[src/rtl/boot_loader_if.sv]
// Source-byte handshake, boot-memory bus and status signals of the boot loader.
// The slave modport is the loader; the master modport is the source/memory side.
interface boot_loader_if;
    logic       Start;
    logic       InValid;
    logic [7:0] InData;
    logic       InReady;
    logic       BootLoad;
    logic [3:0] BootLoadAddress;
    logic [7:0] WriteToMemory;
    logic [7:0] ReadFromMemory;
    logic       Done;
    logic       Error;
    logic [7:0] Checksum;

    modport master (
        output Start, InValid, InData, ReadFromMemory,
        input  InReady, BootLoad, BootLoadAddress, WriteToMemory, Done, Error, Checksum
    );

    modport slave (
        input  Start, InValid, InData, ReadFromMemory,
        output InReady, BootLoad, BootLoadAddress, WriteToMemory, Done, Error, Checksum
    );
endinterface

[src/rtl/boot_loader.sv]
// Loads 8 program bytes into boot memory (addresses 0..7), then reads them back
// and compares the readback sum against the running checksum of accepted bytes.
module boot_loader (
    input  logic         clk,
    input  logic         nReset,
    boot_loader_if.slave bus
);
    typedef enum logic [2:0] {StIdle, StLoad, StFlush, StVerify, StDone, StError} stateT;

    stateT       stateQ, stateD;
    logic [2:0]  countQ, countD;
    logic [7:0]  idleQ, idleD;
    logic [3:0]  verCntQ, verCntD;
    logic [7:0]  verSumQ, verSumD;
    logic [3:0]  addrQ, addrD;
    logic [7:0]  dataQ, dataD;
    logic [7:0]  sumQ, sumD;
    logic        handshake;

    assign handshake = bus.InValid && (stateQ == StLoad);

    always_comb begin
        stateD  = stateQ;
        countD  = countQ;
        idleD   = idleQ;
        verCntD = verCntQ;
        verSumD = verSumQ;
        addrD   = addrQ;
        dataD   = dataQ;
        sumD    = sumQ;
        case (stateQ)
            StIdle, StDone, StError: begin
                if (bus.Start) begin
                    stateD  = StLoad;
                    countD  = 3'd0;
                    idleD   = 8'd0;
                    verCntD = 4'd0;
                    verSumD = 8'd0;
                    sumD    = 8'd0;
                end
            end
            StLoad: begin
                if (handshake) begin
                    dataD  = bus.InData;
                    addrD  = {1'b0, countQ};
                    sumD   = sumQ + bus.InData;
                    countD = countQ + 3'd1;
                    idleD  = 8'd0;
                    if (countQ == 3'd7) begin
                        stateD = StFlush;
                    end
                end else begin
                    idleD = idleQ + 8'd1;
                    if (idleQ == 8'd254) begin
                        stateD = StError;
                    end
                end
            end
            StFlush: begin
                // Last byte is written on this cycle's edge; readback starts at address 0.
                stateD  = StVerify;
                addrD   = 4'd0;
                verCntD = 4'd0;
                verSumD = 8'd0;
            end
            StVerify: begin
                verCntD = verCntQ + 4'd1;
                if (verCntQ < 4'd7) begin
                    addrD = addrQ + 4'd1;
                end
                // Readback lags the address by one cycle: data for address k arrives at k+1.
                if (verCntQ >= 4'd1 && verCntQ <= 4'd8) begin
                    verSumD = verSumQ + bus.ReadFromMemory;
                end
                if (verCntQ == 4'd9) begin
                    stateD = (verSumQ == sumQ) ? StDone : StError;
                end
            end
            default: stateD = StIdle;
        endcase
    end

    always_ff @(posedge clk or negedge nReset) begin
        if (!nReset) begin
            stateQ  <= StIdle;
            countQ  <= 3'd0;
            idleQ   <= 8'd0;
            verCntQ <= 4'd0;
            verSumQ <= 8'd0;
            addrQ   <= 4'd0;
            dataQ   <= 8'd0;
            sumQ    <= 8'd0;
        end else begin
            stateQ  <= stateD;
            countQ  <= countD;
            idleQ   <= idleD;
            verCntQ <= verCntD;
            verSumQ <= verSumD;
            addrQ   <= addrD;
            dataQ   <= dataD;
            sumQ    <= sumD;
        end
    end

    assign bus.InReady         = (stateQ == StLoad);
    assign bus.BootLoad        = (stateQ == StLoad) || (stateQ == StFlush);
    assign bus.Done            = (stateQ == StDone);
    assign bus.Error           = (stateQ == StError);
    assign bus.BootLoadAddress = addrQ;
    assign bus.WriteToMemory   = dataQ;
    assign bus.Checksum        = sumQ;
endmodule

[src/flat_wrapper.sv]
// flat-port wrapper written by rule: the top's interface ports become plain ports
module boot_loader_flat 
  (clk, nReset, bus_Start, bus_InValid, bus_InData, bus_ReadFromMemory, bus_InReady, bus_BootLoad, bus_BootLoadAddress, bus_WriteToMemory, bus_Done, bus_Error, bus_Checksum);
  boot_loader_if bus_i ();
  input  logic clk;
  input  logic nReset;
  input wire logic [$bits(bus_i.Start)-1:0] bus_Start;
  input wire logic [$bits(bus_i.InValid)-1:0] bus_InValid;
  input wire logic [$bits(bus_i.InData)-1:0] bus_InData;
  input wire logic [$bits(bus_i.ReadFromMemory)-1:0] bus_ReadFromMemory;
  output wire logic [$bits(bus_i.InReady)-1:0] bus_InReady;
  output wire logic [$bits(bus_i.BootLoad)-1:0] bus_BootLoad;
  output wire logic [$bits(bus_i.BootLoadAddress)-1:0] bus_BootLoadAddress;
  output wire logic [$bits(bus_i.WriteToMemory)-1:0] bus_WriteToMemory;
  output wire logic [$bits(bus_i.Done)-1:0] bus_Done;
  output wire logic [$bits(bus_i.Error)-1:0] bus_Error;
  output wire logic [$bits(bus_i.Checksum)-1:0] bus_Checksum;
  assign bus_i.Start = bus_Start;
  assign bus_i.InValid = bus_InValid;
  assign bus_i.InData = bus_InData;
  assign bus_i.ReadFromMemory = bus_ReadFromMemory;
  assign bus_InReady = bus_i.InReady;
  assign bus_BootLoad = bus_i.BootLoad;
  assign bus_BootLoadAddress = bus_i.BootLoadAddress;
  assign bus_WriteToMemory = bus_i.WriteToMemory;
  assign bus_Done = bus_i.Done;
  assign bus_Error = bus_i.Error;
  assign bus_Checksum = bus_i.Checksum;
  boot_loader u_core (.clk(clk), .nReset(nReset), .bus(bus_i));
endmodule
[config.mk]
export PLATFORM = sky130hd
export DESIGN_NAME = boot_loader_flat
export DESIGN_NICKNAME = d
export VERILOG_FILES = /design/src/rtl/boot_loader_if.sv /design/src/rtl/boot_loader.sv /design/src/flat_wrapper.sv
export SDC_FILE = /design/constraint.sdc
export NUM_CORES = 1
export LEC_CHECK = 0
export ABC_AREA = 1
export CORE_MARGIN = 10
export CORE_UTILIZATION = 55
export DETAILED_ROUTE_END_ITERATION = 10
export HOLD_SLACK_MARGIN = 0.05
export PLACE_DENSITY = 0.81
export REMOVE_ABC_BUFFERS = 1
export SYNTH_ARGS = -nofsm -noshare
export SYNTH_HDL_FRONTEND = slang
export SYNTH_SLANG_ARGS = --single-unit
[constraint.sdc]
create_clock -name clk -period 2.1 [get_ports clk]
set_clock_uncertainty 0.1 [all_clocks]
set_input_delay 0.42 -clock clk [delete_from_list [all_inputs] [get_ports clk]]
set_output_delay 0.42 -clock clk [all_outputs]
set_load 0.01 [all_outputs]
## Word-level counts from Yosys, hierarchy flattened

Cells that the tools add are included.

- $lt $le $gt $ge: 3
- Equality and inequality tests: 16
- Reduce and logical (&&, ||, !) cells: 15
- Add/sub/neg operators: 6
- Mux-type cells: 22

Operators by type and width:

| cell | number |
|---|---|
| 2-to-1 mux 8 bit | 4 |
| one-hot mux 8 bit (2 select lines) | 2 |
| one-hot mux 4 bit (3 select lines) | 2 |
| one-hot mux 8 bit (3 select lines) | 1 |
| 2-to-1 mux 3 bit | 7 |
| adder 8 bit | 2 |
| 2-to-1 mux 4 bit | 3 |
| one-hot mux 3 bit (4 select lines) | 1 |
| == test 3 bit, second input constant | 3 |
| AND reduction 3 bit | 3 |
| adder 4 x 1 -> 4 bit, second input constant | 2 |
| adder 8 x 1 -> 8 bit, second input constant | 1 |
| == test 8 bit | 1 |
| == test 8 bit, second input constant | 1 |
| != test 2 x 1 -> 1 bit, second input constant | 4 |
| == test 3 x 2 -> 1 bit, second input constant | 2 |
| one-hot mux 3 bit (2 select lines) | 1 |
| AND reduction 2 bit | 3 |
| nonzero test 3 bit | 2 |
| == test 4 bit, second input constant | 1 |
| >= comparator 4 x 1 -> 1 bit, second input constant | 1 |
| <= comparator 4 bit, second input constant | 1 |
| < comparator 4 x 3 -> 1 bit, second input constant | 1 |
| AND reduction 4 bit | 1 |
| 11 further kinds | 12 |

- Bits of input ports: 20
- Output and inout bits: 24
- Flip-flop bits (word level): 46

## Logic depth before layout (Yosys ltp)

Gate-level depths: netlist (run 1).

- Depth in word-level cells: 4
- Depth in mapped cells: 10

## Worst setup path before layout (run 1)

Ideal clock, no wire load.

- Kind: flip-flop to flip-flop
- Start: reg u_core.sumQ[0] (netlist: u_core.bus.Checksum[0])
- End: reg u_core.sumQ[4] (netlist: u_core.bus.Checksum[4])
- Library setup time: 119 ps
- Clock period less this slack: 1,818 ps
- Setup slack: 282 ps
- Cell stages (with the launch flop): 8
- Data arrival time: 1,599 ps
- Required time: 1,881 ps
- Cells stage by stage: dfrtp_1 ha_1 fa_1 nand3_1 nand3_1 or2_2 nand3_1 o21ai_2

- Cells in the longest elaborated chain, start to end: 3

RTL lines:

| item | line | RTL |
|---|---|---|
| start, declared | boot_loader.sv:17 | `logic [7:0] sumQ, sumD;` |
| start signal, assigned | boot_loader.sv:101 | `sumQ <= sumD;` |
| adder 8 bit | boot_loader.sv:46 | `sumD = sumQ + bus.InData;` |
| 2-to-1 mux 8 bit | boot_loader.sv:43 | `if (handshake) begin` |
| one-hot mux 8 bit (2 select lines) | boot_loader.sv:31 | `case (stateQ)` |

No other way between the ends. The select of a mux whose other input is x is not followed.
A chain may end at the register's enable or synchronous reset.

## Worst setup path after layout (run 1)

- Start: reg u_core.stateQ[1]
- End: out bus_InReady

- Cells in the longest elaborated chain, start to end: 1

RTL lines:

| item | line | RTL |
|---|---|---|
| start, declared | boot_loader.sv:10 | `stateT stateQ, stateD;` |
| start signal, assigned | boot_loader.sv:85 | `stateQ <= StIdle;` |
| start signal, assigned | boot_loader.sv:94 | `stateQ <= stateD;` |
| == test 3 x 1 -> 1 bit | boot_loader.sv:105 | `assign bus.InReady = (stateQ == StLoad);` |
| end, declared | flat_wrapper.sv:11 | `output wire logic [$bits(bus_i.InReady)-1:0] bus_InReady;` |

No other way between the ends.

==> impl_metrics.json, run 1 <==
{
  "power.switching_mw": 1.89,
  "dpl.hpwl_mm": 5.24,
  "dp.cells": 499,
  "tightest_slew_ns": 0.594,
  "first_global_vias": 2733,
  "layoutNonFillerInstCount": 514,
  "hold_class": "primary input to async pin",
  "setup_viol": 0,
  "maxSlewHeadroom": 0.604,
  "routed-wl-met3_um": 348,
  "power.density_nw_per_um2": 1170,
  "vdd_drop_max_v": 0.000660,
  "rr_endpoint": "u_core.bus.Checksum[4]$_DFFE_PN0P_",
  "vias": 2624,
  "combPwrFrac": 0.543,
  "gp_congestion": 0.868,
  "critPathLaunchType": "flip-flop",
  "r2r_start": "u_core.bus.Checksum[0]$_DFFE_PN0P_",
  "area_growth_pct": 22.8,
  "clk_path_buf_depth": 2,
  "path_clk_slew_ns": 0.08,
  "synth_area_leaders": "dfrtp_1 (38%), nand2_1 (17%), ha_1 (9.2%)",
  "rsz0062_at_grt": "no",
  "grt_overflow_total": 0,
  "core_area_sq_um": 5200,
  "syn_area_sq_um": 3000,
  "r2r_slack_ns": 0.21,
  "topRoutingLayerUsed": "met4",
  "drt-total-wl_mm": 6.80,
  "rows": 26,
  "cts_tree": "built",
  "synth-main-ff-cell": "dfrtp_1",
  "end_kind": "output pin",
  "fin_area_sq_um": 3690,
  "grt_start_max_net_pins": 47,
  "die_h_um": 93.9,
  "grt_usage": 0.166,
  "path_class": "flip-flop to output pin",
  "swShare": 0.437,
  "synthArstFlopShare": 1.00,
  "worst-path-max-fanout": 4,
  "leakage_nw": 1.88,
  "fin_util": 0.708,
  "cts_buffers": 5,
  "finalSetupTns_ns": 0,
  "pwr-share-clk": 0.132,
  "ant_nets": 0,
  "met2_length_mm": 3.31,
  "antenna_cells": 0,
  "synth_top_area_share": 0.383,
  "p_seq_frac": 0.326,
  "synth_edf_count": 0,
  "required_ns": 1.58,
  "via_per_inst": 5.11,
  "final-hold-violation-count": 0,
  "floorplan.initialDensity": 0.577,
  "fin_crit_ns": 2.00,
  "maxCapViolCount": 0,
  "wl_per_cell_um": 13.2,
  "dieArea_sq_um": 8820,
  "ys_types": 36,
  "worst_slack_ns": 0.100,
  "yosysWarnings": 0,
  "synth_seq_area_share": 0.383,
  "status": "complete, no violations",
  "synth-seq-cells": 46,
  "cts_max_level": 2,
  "synthTopCellsByCount": "nand2_1 (138), dfrtp_1 (46), inv_1 (34)",
  "root_buffer": "clkbuf_8",
  "p_int_mw": 2.43,
  "yosysMostFrequentCell": "nand2_1",
  "antenna_found_initial": 0,
  "crit_start": "u_core.stateQ[1]$_DFFE_PN0P_",
  "yosysTopAreaCell": "dfrtp_1",
  "arrival_ns": 1.48,
  "slew_viol_final": 0,
  "drt_pass1_iterations": 4,
  "io_pins": 44,
  "dpl_cell_area_sq_um": 3550,
  "die-width_um": 93.9,
  "dpl_worst_slack_ns": -0.217,
  "numPortBuffers": 43,
  "fin_crit_sh": 0.952,
  "cts.sinks": 46,
  "clk_latency_ns": 0.30,
  "drive_gt1_frac": 0.133,
  "fmax_mhz": 500,
  "r2r_cells": 7,
  "grt_pass1_wl_mm": 12.1,
  "drc": 0,
  "drt_iter0_markers": 94,
  "num-nets-final": 487,
  "avgSynthCellArea_sq_um": 7.88,
  "met1_length_mm": 3.01,
  "syn_inst": 381
}
==> layout make-up <==
| type | instances | area, sq um |
|---|---|---|
| clock buffer | 7 | 86.3 |
| clock inverter | 1 | 5.00 |
| fill | 438 | 1520 |
| inverter | 43 | 171 |
| multi-input combinational | 290 | 1660 |
| sequential | 46 | 1150 |
| tap | 70 | 87.6 |
| timing repair buffer | 57 | 527 |
==> how the worst max path moves through the flow <==
| stage | to | slack (ns) | cells after the start |
|---|---|---|---|
| final | bus_InReady | 0.10 | 4 |
| after global routing | bus_InReady | 0.03 | 4 |
| after floorplan | u_core.bus.Checksum[4]$_DFFE_PN0P_ | 0.28 | 7 |
| after detailed placement | u_core.bus.Checksum[4]$_DFFE_PN0P_ | -0.22 | 8 |
| after global placement | u_core.bus.Checksum[4]$_DFFE_PN0P_ | -0.15 | 8 |
| after CTS | bus_InReady | 0.003 | 4 |
==> timing repair <==
item / 4_1_cts / 5_1_grt
pin swaps: 0 / 0
hold buffers: 0 / 0
endpoints found under the setup margin: 3 / 3
setup buffers: 4 / 3
resized for setup: 3 / 3
==> power groups by stage <==
stage	Clock [mW]	Sequential, mW	Combinational [mW]
2_1_floorplan	0	1.43	1.45
3_3_place_gp	0	1.41	2.23
3_5_place_dp	0	1.42	2.30
4_1_cts	0.576	1.41	2.33
5_1_grt	0.621	1.45	2.65
6_report	0.569	1.41	2.34
==> state kept, by name (all words and copies together), names as in the netlist <==
| register | count |
|---|---|
| u_core.bus.BootLoadAddress | 4 |
| u_core.bus.Checksum | 8 |
| u_core.bus.WriteToMemory | 8 |
| u_core.countQ | 3 |
| u_core.idleQ | 8 |
| u_core.stateQ | 3 |
| u_core.verCntQ | 4 |
| u_core.verSumQ | 8 |
==> cell usage in the layout, fill, tap and decap left out, types with 6 or more instances in the layout <==
master | synthesis | layout
nand2_1 | 138 | 138
clkbuf_8 | 0 | 6
inv_1 | 34 | 34
xnor2_1 | 10 | 10
buf_4 | 0 | 14
dfrtp_1 | 46 | 45
ha_1 | 22 | 22
nand3_1 | 22 | 22
nor2_1 | 16 | 16
clkdlybuf4s50_1 | 0 | 39
o21ai_0 | 15 | 15
a21oi_1 | 14 | 14
==> critical path, stage by stage, from the launching register on <==
cell	delay, ns
dfrtp_1	0.41
inv_1	0.10
nand3_4	0.08
inv_4	0.06
clkdlybuf4s50_1	0.52
==> per-layer routing <==
metal  GRT usage  up-vias
met4      0.0532        0
li1            -     1347
met5           0        -
met1       0.196     1214
met3      0.0456       13
met2       0.284       50
==> through the flow <==
stage,hold WS (ns),total power [mW]
after floorplan,0.0244,2.88
after global placement,0.365,3.64
after detailed placement,0.369,3.72
after CTS,0.128,4.32
after global routing,0.149,4.72
final,0.0929,4.32
==> logic make-up after synthesis <==
kind of cell    after synthesis  synth area share
simple gates                201             0.302
compound gates               51             0.104
buf+inv                      45            0.0646
xor+xnor                     14            0.0408
flops                        46             0.383
fa+ha+maj                    24             0.105
(Power assumes the default switching activity.)
==> run 2, diff against run 1 <==
--- a/config.mk
+++ b/config.mk
@@ -6,7 +6,7 @@
 export NUM_CORES = 1
 export LEC_CHECK = 0
 export ABC_AREA = 1
-export CORE_MARGIN = 10
+export CORE_MARGIN = 8
 export CORE_UTILIZATION = 55
 export DETAILED_ROUTE_END_ITERATION = 10
 export HOLD_SLACK_MARGIN = 0.05
@@ -15,3 +15,4 @@
 export SYNTH_ARGS = -nofsm -noshare
 export SYNTH_HDL_FRONTEND = slang
 export SYNTH_SLANG_ARGS = --single-unit
+export TNS_END_PERCENT = 1
==> constraint.sdc (replaced) <==
create_clock -name clk -period 2.1 [get_ports clk]
set_clock_uncertainty 0.1 [all_clocks]
set_input_delay 0.21 -clock clk [delete_from_list [all_inputs] [get_ports clk]]
set_output_delay 0.21 -clock clk [all_outputs]
set_load 0.01 [all_outputs]
==> run 2 against run 1 <==
Critical path depth down 1. Clock power down 3%. Die area down 8.3%. Sequential power about the same. Fmax down 1.2%. Worst hold slack better by 0.23 ns. Global-route usage up 0.42 points. Sequential share of layout area up 0.46 points. Worst setup slack worse by 0.025 ns. Cell count down 1.8%. Register-to-register slack about the same. Via count down 1.6%. Critical path type unchanged. Critical endpoint unchanged.
==> impl_metrics.json, run 2 (synthesized netlist as in run 1, its figures left out) <==
{
  "status": "complete, no violations",
  "grt_pass1_wl_mm": 11.7,
  "wl_per_cell_um": 13.1,
  "rsz0062_at_grt": "no",
  "dpl.hpwl_mm": 5.08,
  "path_clk_slew_ns": 0.08,
  "grt_start_max_net_pins": 47,
  "grtUsageMet3": 0.0399,
  "fin_crit_sh": 0.964,
  "crit_start": "u_core.stateQ[0]$_DFFE_PN0P_",
  "cts_buffers": 5,
  "drt_pass1_iterations": 4,
  "clk_path_buf_depth": 2,
  "maxSlewHeadroom": 0.788,
  "critPathLaunchType": "flip-flop",
  "cts.sinks": 46,
  "root_buffer": "clkbuf_8",
  "dieArea_sq_um": 8080,
  "die_h_um": 89.9,
  "antenna_cells": 0,
  "drt_iter0_markers": 108,
  "fin_crit_ns": 2.02,
  "timing.critical_path.to": "bus_InReady",
  "tightest_slew_ns": 0.317,
  "slew_viol_final": 0,
  "drive_gt1_frac": 0.106,
  "layoutNonFillerInstCount": 505,
  "final_cell_mix": "nand2_1 (138), dfrtp_1 (45), clkdlybuf4s50_1 (41)",
  "r2r_slack_ns": 0.22,
  "post_cts_buffers": 0,
  "r2r_start": "u_core.bus.Checksum[0]$_DFFE_PN0P_",
  "finalSetupTns_ns": 0,
  "cts_tree": "built",
  "rr_endpoint": "u_core.bus.Checksum[4]$_DFFE_PN0P_",
  "r2r_cells": 7,
  "area_growth_pct": 21.0,
  "numPortBuffers": 43,
  "use_met2": 0.299,
  "gp_congestion": 0.828,
  "fillers": 457,
  "vdd_drop_max_v": 0.000683,
  "dp.cells": 496,
  "first_global_vias": 2629,
  "clk_latency_ns": 0.29,
  "dpl_worst_slack_ns": 0.00789,
  "antenna_found_initial": 0,
  "fmax_mhz": 494,
  "worst_slack_ns": 0.0754,
  "via_per_inst": 5.11,
  "hold_class": "primary input to async pin",
  "die-width_um": 89.9,
  "floorplan.initialDensity": 0.556,
  "final-hold-violation-count": 0,
  "grt_usage": 0.170,
  "rows": 27,
  "num-nets-final": 476,
  "drc": 0,
  "final_common_cell": "nand2_1",
  "hold_slack_ns": 0.327,
  "ant_nets": 0,
  "core_area_sq_um": 5410,
  "path_class": "flip-flop to output pin",
  "top_usage_layer": "met2",
  "arrival_ns": 1.71,
  "leakage_nw": 1.82,
  "grt_overflow_total": 0,
  "worst-path-max-fanout": 7,
  "maxCapViolCount": 0,
  "required_ns": 1.79,
  "power.density_nw_per_um2": 1160,
  "vias": 2583,
  "setup_viol": 0,
  "io_pins": 44,
  "grtUsageMet1": 0.203,
  "drt-total-wl_mm": 6.60,
  "cts_max_level": 2,
  "end_kind": "output pin"
}
## run 2: routing by layer
metal,share of wire,wire (um),vias to the layer above
li1,-,-,1332
met1,0.46,3040,1195
met2,0.49,3230,50
met3,0.043,282,6
met4,0.0086,57,0
met5,0,0,-
## run 2: per-stage QoR
stage | total power, mW | area, sq um | util
floorplan | 2.88 | 2980 | -
global placement | 3.60 | 3520 | 0.652
detailed placement | 3.67 | 3520 | 0.652
CTS | 4.25 | 3630 | 0.672
global route | 4.56 | 3630 | 0.672
finish | 4.21 | 3630 | 0.672
## run 2: critical path: stages, from the launching register on
cell	delay, ns
dfrtp_1	0.53
nand3_4	0.20
inv_4	0.14
clkdlybuf4s50_1	0.54
## run 2: cell type report
type | count | area (sq um) | share of cell area
flip-flops and latches | 46 | 1150 | 0.317
clock inverters | 1 | 5.00 | 0.00138
inverters | 43 | 171 | 0.0472
clock buffers | 7 | 86.3 | 0.0238
repair buffers | 46 | 465 | 0.128
multi-input cells | 290 | 1660 | 0.458
well taps | 72 | 90.1 | 0.0248
## run 2: worst min-delay path by stage
stage / startpoint / endpoint / slack, ns / cells after the start
global route: nReset / u_core.bus.BootLoadAddress[0]$_DFFE_PN0P_ / 0.34 / 3
finish: nReset / u_core.verCntQ[3]$_DFFE_PN0P_ / 0.33 / 3
floorplan: nReset / u_core.bus.BootLoadAddress[0]$_DFFE_PN0P_ / -0.19 / 0
global placement: nReset / u_core.verCntQ[0]$_DFFE_PN0P_ / 0.11 / 2
CTS: nReset / u_core.bus.Checksum[7]$_DFFE_PN0P_ / 0.33 / 3
detailed placement: nReset / u_core.verCntQ[1]$_DFFE_PN0P_ / 0.11 / 2
## run 2: report_power, final
part	internal [mW]	switching (mW)	total, mW
clock	0.266	0.287	0.552
combinational	0.950	1.29	2.24
sequential	1.14	0.271	1.41
## run 2: what timing repair did
action                                  CTS  global route
gates cloned                              0             0
endpoints found under the setup margin    1             2
gates resized for setup                   1             2
hold buffers                              1             0
pin swaps                                 0             0
endpoints found under the hold margin    46             0
==> run 3, diff against run 2 <==
--- a/config.mk
+++ b/config.mk
@@ -9,9 +9,11 @@
 export CORE_MARGIN = 8
 export CORE_UTILIZATION = 55
 export DETAILED_ROUTE_END_ITERATION = 10
+export GPL_ROUTABILITY_DRIVEN = 0
 export HOLD_SLACK_MARGIN = 0.05
 export PLACE_DENSITY = 0.81
 export REMOVE_ABC_BUFFERS = 1
+export SLEW_MARGIN = 30
 export SYNTH_ARGS = -nofsm -noshare
 export SYNTH_HDL_FRONTEND = slang
 export SYNTH_SLANG_ARGS = --single-unit
==> results of run 3 <==
Final layout, timing and power as in run 2 (identical DEF).
